--- config.mk ---
export PLATFORM = sky130hd
export DESIGN_NAME = instr_fetch_unit
export DESIGN_NICKNAME = d
export VERILOG_FILES = /design/src/rtl/instr_fetch_unit.sv
export SDC_FILE = /design/constraint.sdc
export NUM_CORES = 1
export LEC_CHECK = 0
export CAP_MARGIN = 20
export CELL_PAD_IN_SITES_DETAIL_PLACEMENT = 0
export CELL_PAD_IN_SITES_GLOBAL_PLACEMENT = 1
export CORE_UTILIZATION = 38
export DETAILED_ROUTE_END_ITERATION = 10
export GPL_TIMING_DRIVEN = 0
export PLACE_DENSITY_LB_ADDON = 0.15
export SLEW_MARGIN = 30
export SYNTH_ARGS = -nofsm -noshare
export SYNTH_HDL_FRONTEND = slang
export SYNTH_SLANG_ARGS = --single-unit
--- constraint.sdc ---
create_clock -name clk -period 6.9 [get_ports clk]
set_clock_uncertainty 0.2 [all_clocks]
set_input_delay 2.07 -clock clk [delete_from_list [all_inputs] [get_ports clk]]
set_output_delay 2.07 -clock clk [all_outputs]
set_load 0.01 [all_outputs]
--- src/rtl/instr_fetch_unit.sv ---
// instr_fetch_unit: owns the PC, fetches words from imem and hands them to control with valid/accept
module instr_fetch_unit #(
    parameter logic [31:0] RESET_PC       = 32'h0000_0000,
    parameter int          TIMEOUT_CYCLES = 15
) (
    input  logic        clk,
    input  logic        reset,
    output logic        imem_req,
    output logic [31:0] imem_addr,
    input  logic [31:0] imem_rdata,
    input  logic        imem_ready,
    output logic [31:0] instr,
    output logic [31:0] instr_pc,
    output logic        instr_valid,
    input  logic        instr_accept,
    input  logic        redirect_valid,
    input  logic [31:0] redirect_pc,
    output logic        fetch_fault
);
    typedef enum logic [1:0] {IDLE, REQ, HOLD, FAULT} state_t;
    localparam logic [7:0] TO_LAST = TIMEOUT_CYCLES[7:0] - 8'd1;
    state_t      state_q, state_d;
    logic [31:0] pc_q, pc_d, instr_q, instr_d, instr_pc_q, instr_pc_d;
    logic [7:0]  cnt_q, cnt_d;
    assign imem_req    = state_q == REQ;
    assign instr_valid = state_q == HOLD;
    assign fetch_fault = state_q == FAULT;
    assign imem_addr   = pc_q;
    assign instr       = instr_q;
    assign instr_pc    = instr_pc_q;
    // state and datapath registers; reset abandons any outstanding request
    always_ff @(posedge clk or posedge reset) begin
        if (reset) begin
            state_q    <= IDLE;
            pc_q       <= RESET_PC;
            instr_q    <= '0;
            instr_pc_q <= '0;
            cnt_q      <= '0;
        end else begin
            state_q    <= state_d;
            pc_q       <= pc_d;
            instr_q    <= instr_d;
            instr_pc_q <= instr_pc_d;
            cnt_q      <= cnt_d;
        end
    end
    // next state: fetch sequencing, then a redirect overrides everything outside FAULT
    always_comb begin
        state_d    = state_q;
        pc_d       = pc_q;
        instr_d    = instr_q;
        instr_pc_d = instr_pc_q;
        cnt_d      = cnt_q;
        case (state_q)
            IDLE: state_d = REQ;
            REQ: begin
                cnt_d = cnt_q + 8'd1;
                if (imem_ready) begin
                    instr_d    = imem_rdata;
                    instr_pc_d = pc_q;
                    cnt_d      = '0;
                    state_d    = HOLD;
                end else if (cnt_q == TO_LAST) begin
                    state_d = FAULT;
                end
            end
            HOLD: begin
                if (instr_accept) begin
                    pc_d    = pc_q + 32'd4;
                    state_d = REQ;
                end
            end
            default: state_d = FAULT;
        endcase
        if (redirect_valid && state_q != FAULT) begin
            pc_d       = redirect_pc;
            cnt_d      = '0;
            instr_d    = instr_q;
            instr_pc_d = instr_pc_q;
            state_d    = redirect_pc[1:0] != 2'b00 ? FAULT : REQ;
        end
    end
endmodule

; Word-level counts from Yosys, hierarchy flattened
; Cells that the tools add are included.
[totals]
regBits = 106
wordCells = 36
[classes]
n_addsub = 2
eq_ne = 7
muxes = 12
bitwise_logic = 1
reduce_logical = 9
[ops]
columns = operator, count
row1 = $mux 32, 3
row2 = $add 32x3->32 const B, 1
row3 = $mux 8, 3
row4 = $mux 2, 5
row5 = $add 8x1->8 const B, 1
row6 = $eq 8x4->1 const B, 1
row7 = $reduce_bool 2->1, 4
row8 = $pmux 2 s3, 1
row9 = $eq 2x2->1 const B, 2
row10 = $ne 4x1->1 const B, 1
row11 = $reduce_and 2->1, 2
row12 = $ne 3x1->1 const B, 1
row13 = $reduce_and 3->1, 1
row14 = $eq 2x1->1 const B, 1
row15 = $logic_not 2->1, 1
row16 = $ne 2x2->1 const B, 1
row17 = $logic_and 1x1->1, 1
row18 = $not 1->1, 1

; Longest topological paths before layout
; Gate-level depths: netlist (run 1).
[logic_depth]
word_depth = 5
mapped_depth = 7
depth_no_buf = 5

; Least setup slack after synthesis (run 1)
; OpenSTA, ideal clock, no wires.
[synth_path]
path_type = input to register
startpoint = input instr_accept
endpoint = register pc_q[22] (netlist: imem_addr[22])
setup_ns = 0.082
arrival_ns = 3.125
required_ns = 6.618
setup_slack_ns = 3.493
cell_stages = 5
path_buffers = 1
path_cell_list = and4b_1 buf_4 nand2_1 or4_1 a31oi_1
[synth_between]
elab_chain_len = 2
[synth_rtl]
columns = element, line_no
row1 = "start, declared", 15  ; input logic instr_accept,
row2 = $reduce_bool 2->1 (no line), n/a
row3 = $reduce_and 2->1 (no line), n/a
row4 = "end signal, assigned", 41  ; pc_q <= pc_d;
row5 = "end, declared", 23  ; logic [31:0] pc_q, pc_d, instr_q, instr_d, instr_pc_q, instr_pc_d;
; No other way between the ends.
; A chain may end at the register's enable or synchronous reset.

; Final worst setup path (run 1)
[layout_path]
startpoint = register state_q[0]
endpoint = output instr_valid
[layout_between]
elab_chain_len = 1
[layout_rtl]
columns = element, line_no
row1 = "start, declared", 22  ; state_t state_q, state_d;
row2 = "start signal, assigned", 40  ; state_q <= state_d;
row3 = $eq 2x2->1, 26  ; assign instr_valid = state_q == HOLD;
row4 = "end, declared", 14  ; output logic instr_valid,
; No other way between the ends.

==> results of run 1 <==
layout make-up:
cell class / count / area [µm²] / share of cell area (%)
well taps: 168 / 210.2 / 2.966
multi-input cells: 283 / 2049 / 28.91
clock buffers: 15 / 287.8 / 4.060
flip-flops and latches: 106 / 2653 / 37.42
inverters: 5 / 23.77 / 0.3354
plain buffers: 25 / 135.1 / 1.906
clock inverters: 1 / 30.03 / 0.4237
repair buffers: 168 / 1699 / 23.97
synth_stat cells, types with 2 or more instances:
master    instances
nand2b_1          2
nand2_1          39
nand4_4           2
inv_1             5
ha_1              3
nand3b_1          2
or3_1             3
and2_2            2
o211ai_1          4
and2_1            4
buf_4             7
nor3_1            4
dfrtp_1         106
and4_1            3
clkbuf_1         11
or4_1            14
xnor2_1           5
nand3_1          12
nand4_1          12
xor2_1            9
o21ai_0          26
and3_1            5
a21oi_1           5
mux2_2           64
buf_2             6
nor2_1           20
a31oi_1          16
o31ai_1          13
power by group through the flow:
stage / registers [mW] / clock network [mW] / logic [mW]
after floorplan: 0.774 / 0 / 0.0894
after global routing: 0.767 / 0.585 / 0.321
final: 0.754 / 0.545 / 0.297
after CTS: 0.753 / 0.560 / 0.301
after global placement: 0.762 / 0 / 0.293
after detailed placement: 0.765 / 0 / 0.300
how the worst max path moves through the flow:
stage / from / endpoint / slack (ns) / depth (start not counted)
after floorplan: reset / cnt_q[0]$_DFFE_PP0P_ / 1.84 / 1
after global placement: reset / instr_pc[11]$_DFFE_PP0P_ / 0.18 / 2
after detailed placement: redirect_valid / imem_addr[4]$_DFFE_PP0P_ / 2.65 / 4
after CTS: state_q[0]$_DFFE_PP0P_ / instr_valid / 2.81 / 3
after global routing: state_q[0]$_DFFE_PP0P_ / instr_valid / 2.72 / 3
final: state_q[0]$_DFFE_PP0P_ / instr_valid / 2.85 / 3
state kept, by name, summed over array words and instances, names as in the netlist:
register	cells
instr	32
imem_addr	32
state_q	2
instr_pc	32
cnt_q	8
cells by family after synthesis:
family | Yosys count | share of synthesized area (%)
buffers and inverters | 30 | 3.169
adder cells (fa/ha/maj) | 3 | 0.7731
XOR/XNOR | 14 | 2.525
flip-flops | 106 | 54.63
AO/OA/AOI/OAI | 66 | 8.219
AND/OR/NAND/NOR | 135 | 15.64
multiplexers | 65 | 15.05
through the flow:
stage | instances | utilization (%)
2_1_floorplan | 419 | -
3_3_place_gp | 754 | 55.17
3_5_place_dp | 755 | 55.44
4_1_cts | 771 | 58.04
5_1_grt | 771 | 58.04
6_report | 771 | 58.04
critical path, cell delays in order (launching register included):
cell	delay, ns
dfrtp_1	0.38
clkbuf_1	0.20
nor2b_2	0.26
clkdlybuf4s50_1	0.60
metal layers:
layer	vias to the layer above	track usage (%)
li1	1876	-
met2	137	32.49
met4	0	8.139
met3	14	7.696
met1	1943	26.18
met5	-	0
==> impl_metrics.yaml, run 1 <==
power_and_ir_drop:
  total_power_mw: 1.596
  power.density_mw_per_mm2: 225.2
  switchingPower_mw: 0.4109
  swShare_pct: 25.75
  p_clk_share_pct: 34.2
  combPwrFrac_pct: 18.6
  irDropWorstVdd_mv: 0.1338
  intPower_mw: 1.185
  power_leakage_nw: 3.004
  seqPwrFrac_pct: 47.3
clock_network:
  cts_root_buf: "clkbuf_16"
  clkSinkCount: 106
  cts.path.max_buffers: 2
  path_clk_slew_ns: 0.07
  cts_tree: "done"
  clock_latency_ns: 0.35
  cts_max_level: 3
  holdBufCountCts: 0
  cts_resized: 0
  postCtsSetupRepairBufs: 0
  cts_buffers: 9
floorplan:
  ios: 168
  core_mm2: 0.01221
  fp.dieW_um: 115.0
  start_util_pct: 39.76
  rows: 40
  dieArea_mm2: 0.01323
  chipHeight_um: 115.0
drt:
  drc_errors: 0
  wl_met1_um: 5612
  viasPerCell: 5.149
  top_layer: "met4"
  wl_met3_um: 1075
  drt-initial-drc-count: 159
  wl_per_cell_um: 16.70
  dr_total_vias: 3970
  dr.pass1.iters: 6
  ant_nets: 0
  routed_wl_um: 12880
  dr_wl_met2_um: 5974
worst_setup_path:
  regToRegSetupSlack_ns: 4.53
  regToRegStartpoint: "imem_addr[4]$_DFFE_PP0P_"
  worstPathMaxFanout: 10
  critical_path_class: "reg2out"
  reg2reg_depth: 6
  r2r_end: "imem_addr[29]$_DFFE_PP0P_"
  endpoint_kind: "primary output"
  critical_path.startpoint_type: "flop"
  crit_required_ns: 4.63
  cp.arrival_ns: 1.78
yosys:
  synth_top_area_share_pct: 54.63
  async_flop_share_pct: 100.0
  syn_avg_cell_area_um2: 11.59
  synth_fp_nets: 491
  ys.flop_type: "dfrtp_1"
  synth_edf_count: 0
  ys_top_cells_by_area: "dfrtp_1 (55%), mux2_2 (15%), nand2_1 (3.0%)"
  yosysUniqueCellTypes: 43
  synthCells: 419
  yosysSeqAreaShare_pct: 54.63
  syn_area_mm2: 0.004856
  ys_warn_count: 0
  synth_seq_cells: 106
  yosysTopAreaCell: "dfrtp_1"
placed_design:
  portBuffers: 167
  post-place-ws_ns: 2.649
  globalplace.congestion: 0.8256
  dp.final_hpwl_um: 9207
  dpl_cell_area_mm2: 0.006770
finish:
  drive_gt1_share_pct: 16.75
  antenna-diode-count: 0
  area_delta_synth_final_pct: 45.97
  design_area_mm2: 0.007088
  nFillCells: 1097
  final_cell_mix: "clkdlybuf4s50_1 (167), dfrtp_1 (106), mux2_2 (64)"
  final_nets: 670
  final_common_cell: "clkdlybuf4s50_1"
hold_path:
  holdPathEnd: "instr_pc[9]$_DFFE_PP0P_"
  hp-start: "instr_pc[9]$_DFFE_PP0P_"
  hold_path_class: "reg2reg"
  holdPathStages: 1
grt:
  grt_pass1_wl_um: 20800
  grt_max_degree: 55
  grt_pass1_vias: 4027
  antenna_found_initial: 0
  grt_usage_pct: 20.78
  overflow: 0
run:
  cap_violations: 0
sta:
  max_freq_ghz: 0.2467
  hold_ws_ns: 0.3054
  slew_violations: 0
  slew_headroom_pct: 58.59
  layout_setup_ws_ns: 2.846
  post-route-period-util_pct: 58.76
  fin_crit_ns: 4.054
  rsz0062_at_grt: "no"
  setup_viol: 0
  fin_setup_tns_ns: 0
  hold_viol: 0
  tightest_slew_ns: 0.6211
run_status:
  outcome: "finished, final reports clean"
Note: power is estimated with default switching activity, not from simulation.
==> run 2: changes to the inputs <==
Settings changed: CORE_UTILIZATION 38 to 31.
Clock period 6.9 ns to 3.6 ns, I/O delays scaled along.
==> impl_metrics.yaml, run 2 (synthesis gave the netlist of run 1 again) <==
sta:
  hold_viol: 0
  fin_setup_tns_ns: 0
  post-route-period-util_pct: 84.92
  rsz0062_at_grt: "no"
  setup_viol: 0
  max_freq_ghz: 0.3271
  tightest_slew_ns: 0.6943
  slew_violations: 0
  slew_headroom_pct: 53.28
  fin_crit_ns: 3.057
placed_design:
  placed_cells: 801
  globalplace.congestion: 0.7287
  dp.final_hpwl_um: 10010
  portBuffers: 167
  dpl_cell_area_mm2: 0.006883
finish:
  area_delta_synth_final_pct: 48.78
  multi_input_comb_area_mm2: 0.002049
  final_common_cell: "clkdlybuf4s50_1"
  design_area_mm2: 0.007224
  final_nets: 673
  drive_gt1_share_pct: 17.49
  final_cell_mix: "clkdlybuf4s50_1 (167), dfrtp_1 (106), mux2_2 (64)"
  nFillCells: 1413
  antenna-diode-count: 0
  fin_cells: 817
  register_area_mm2: 0.002653
power_and_ir_drop:
  power.density_mw_per_mm2: 438.0
  irDropWorstVdd_mv: 0.3773
  power_leakage_nw: 3.038
  swShare_pct: 26.01
  p_clk_share_pct: 36.0
  combPwrFrac_pct: 18.2
  intPower_mw: 2.341
  switchingPower_mw: 0.8232
  seqPwrFrac_pct: 45.8
floorplan:
  dieArea_mm2: 0.01617
  chipHeight_um: 127.2
  core_mm2: 0.01526
  ios: 168
  start_util_pct: 31.82
  rows: 45
  fp.dieW_um: 127.2
clock_network:
  cts.path.max_buffers: 2
  postCtsSetupRepairBufs: 0
  holdBufCountCts: 0
  cts_resized: 0
  clock_latency_ns: 0.36
  cts_max_level: 3
  clkSinkCount: 106
  cts_root_buf: "clkbuf_16"
  cts_buffers: 9
  path_clk_slew_ns: 0.07
  cts_tree: "done"
hold_path:
  hold_path_class: "reg2reg"
worst_setup_path:
  endpoint_kind: "primary output"
  critical_path.startpoint_type: "flop"
  cp.arrival_ns: 1.78
  crit_required_ns: 2.32
  worstPathMaxFanout: 10
  critical_path_class: "reg2out"
drt:
  drt-initial-drc-count: 200
  viasPerCell: 4.875
  wl_per_cell_um: 16.85
  ant_nets: 0
  drc_errors: 0
  dr_total_vias: 3983
  routed_wl_um: 13770
  dr.pass1.iters: 4
run_status:
  outcome: "finished, final reports clean"
grt:
  grt_usage_pct: 18.14
  overflow: 0
  grt_pass1_vias: 4148
  grt_max_degree: 30
  antenna_found_initial: 0
  grt_pass1_wl_um: 22400
run:
  cap_violations: 0
-- run 2: worst paths after layout --
kind / end / depth (start not counted) / slack [ns] / startpoint
min in group asynchronous: imem_addr[14]$_DFFE_PP0P_ / 2 / 0.82 / reset
hold / removal: instr[27]$_DFFE_PP0P_ / 1 / 0.31 / instr[27]$_DFFE_PP0P_
max in group asynchronous: instr[7]$_DFFE_PP0P_ / 4 / 1.72 / reset
setup reg to reg: imem_addr[29]$_DFFE_PP0P_ / 6 / 1.24 / imem_addr[4]$_DFFE_PP0P_
setup / recovery: imem_req / 3 / 0.54 / state_q[0]$_DFFE_PP0P_
hold reg to reg: instr[27]$_DFFE_PP0P_ / 1 / 0.31 / instr[27]$_DFFE_PP0P_
-- run 2: metal layers --
metal / GRT usage, % / wire length, µm
met1: 22.75 / 6064
met2: 28.96 / 6355
met3: 6.826 / 1113
met4: 5.742 / 231
met5: 0 / 0
-- run 2: critical path: stages, from the launching register on --
cell	delay [ns]
dfrtp_1	0.34
clkbuf_1	0.30
and2b_1	0.23
clkdlybuf4s50_1	0.56
-- run 2: area by class of cell --
class,count,share of cell area (%)
flip-flops and latches,106,36.72
multi-input cells,283,28.37
repair buffers,171,24.35
well taps,211,3.654
clock buffers,9,3.117
plain buffers,25,1.870
clock inverters,7,1.611
inverters,5,0.3117
-- run 2: power groups by stage --
stage               Sequential, mW  Clock (mW)  Combinational (mW)
global placement              1.46           0               0.564
global route                  1.47        1.23               0.624
CTS                           1.45        1.19               0.584
finish                        1.45        1.14               0.576
floorplan                     1.48           0               0.172
detailed placement            1.47           0               0.581
-- run 2: metrics by stage --
| stage | total power, mW | util, % | setup WS [ns] | hold WS, ns |
|---|---|---|---|---|
| floorplan | 1.656 | - | 1.046 | 0.2809 |
| global placement | 2.027 | 44.53 | -0.1443 | 0.2870 |
| detailed placement | 2.050 | 45.11 | 0.09953 | 0.2946 |
| CTS | 3.219 | 47.35 | 0.4827 | 0.3104 |
| global route | 3.322 | 47.35 | 0.3803 | 0.3273 |
| finish | 3.164 | 47.35 | 0.5430 | 0.3055 |
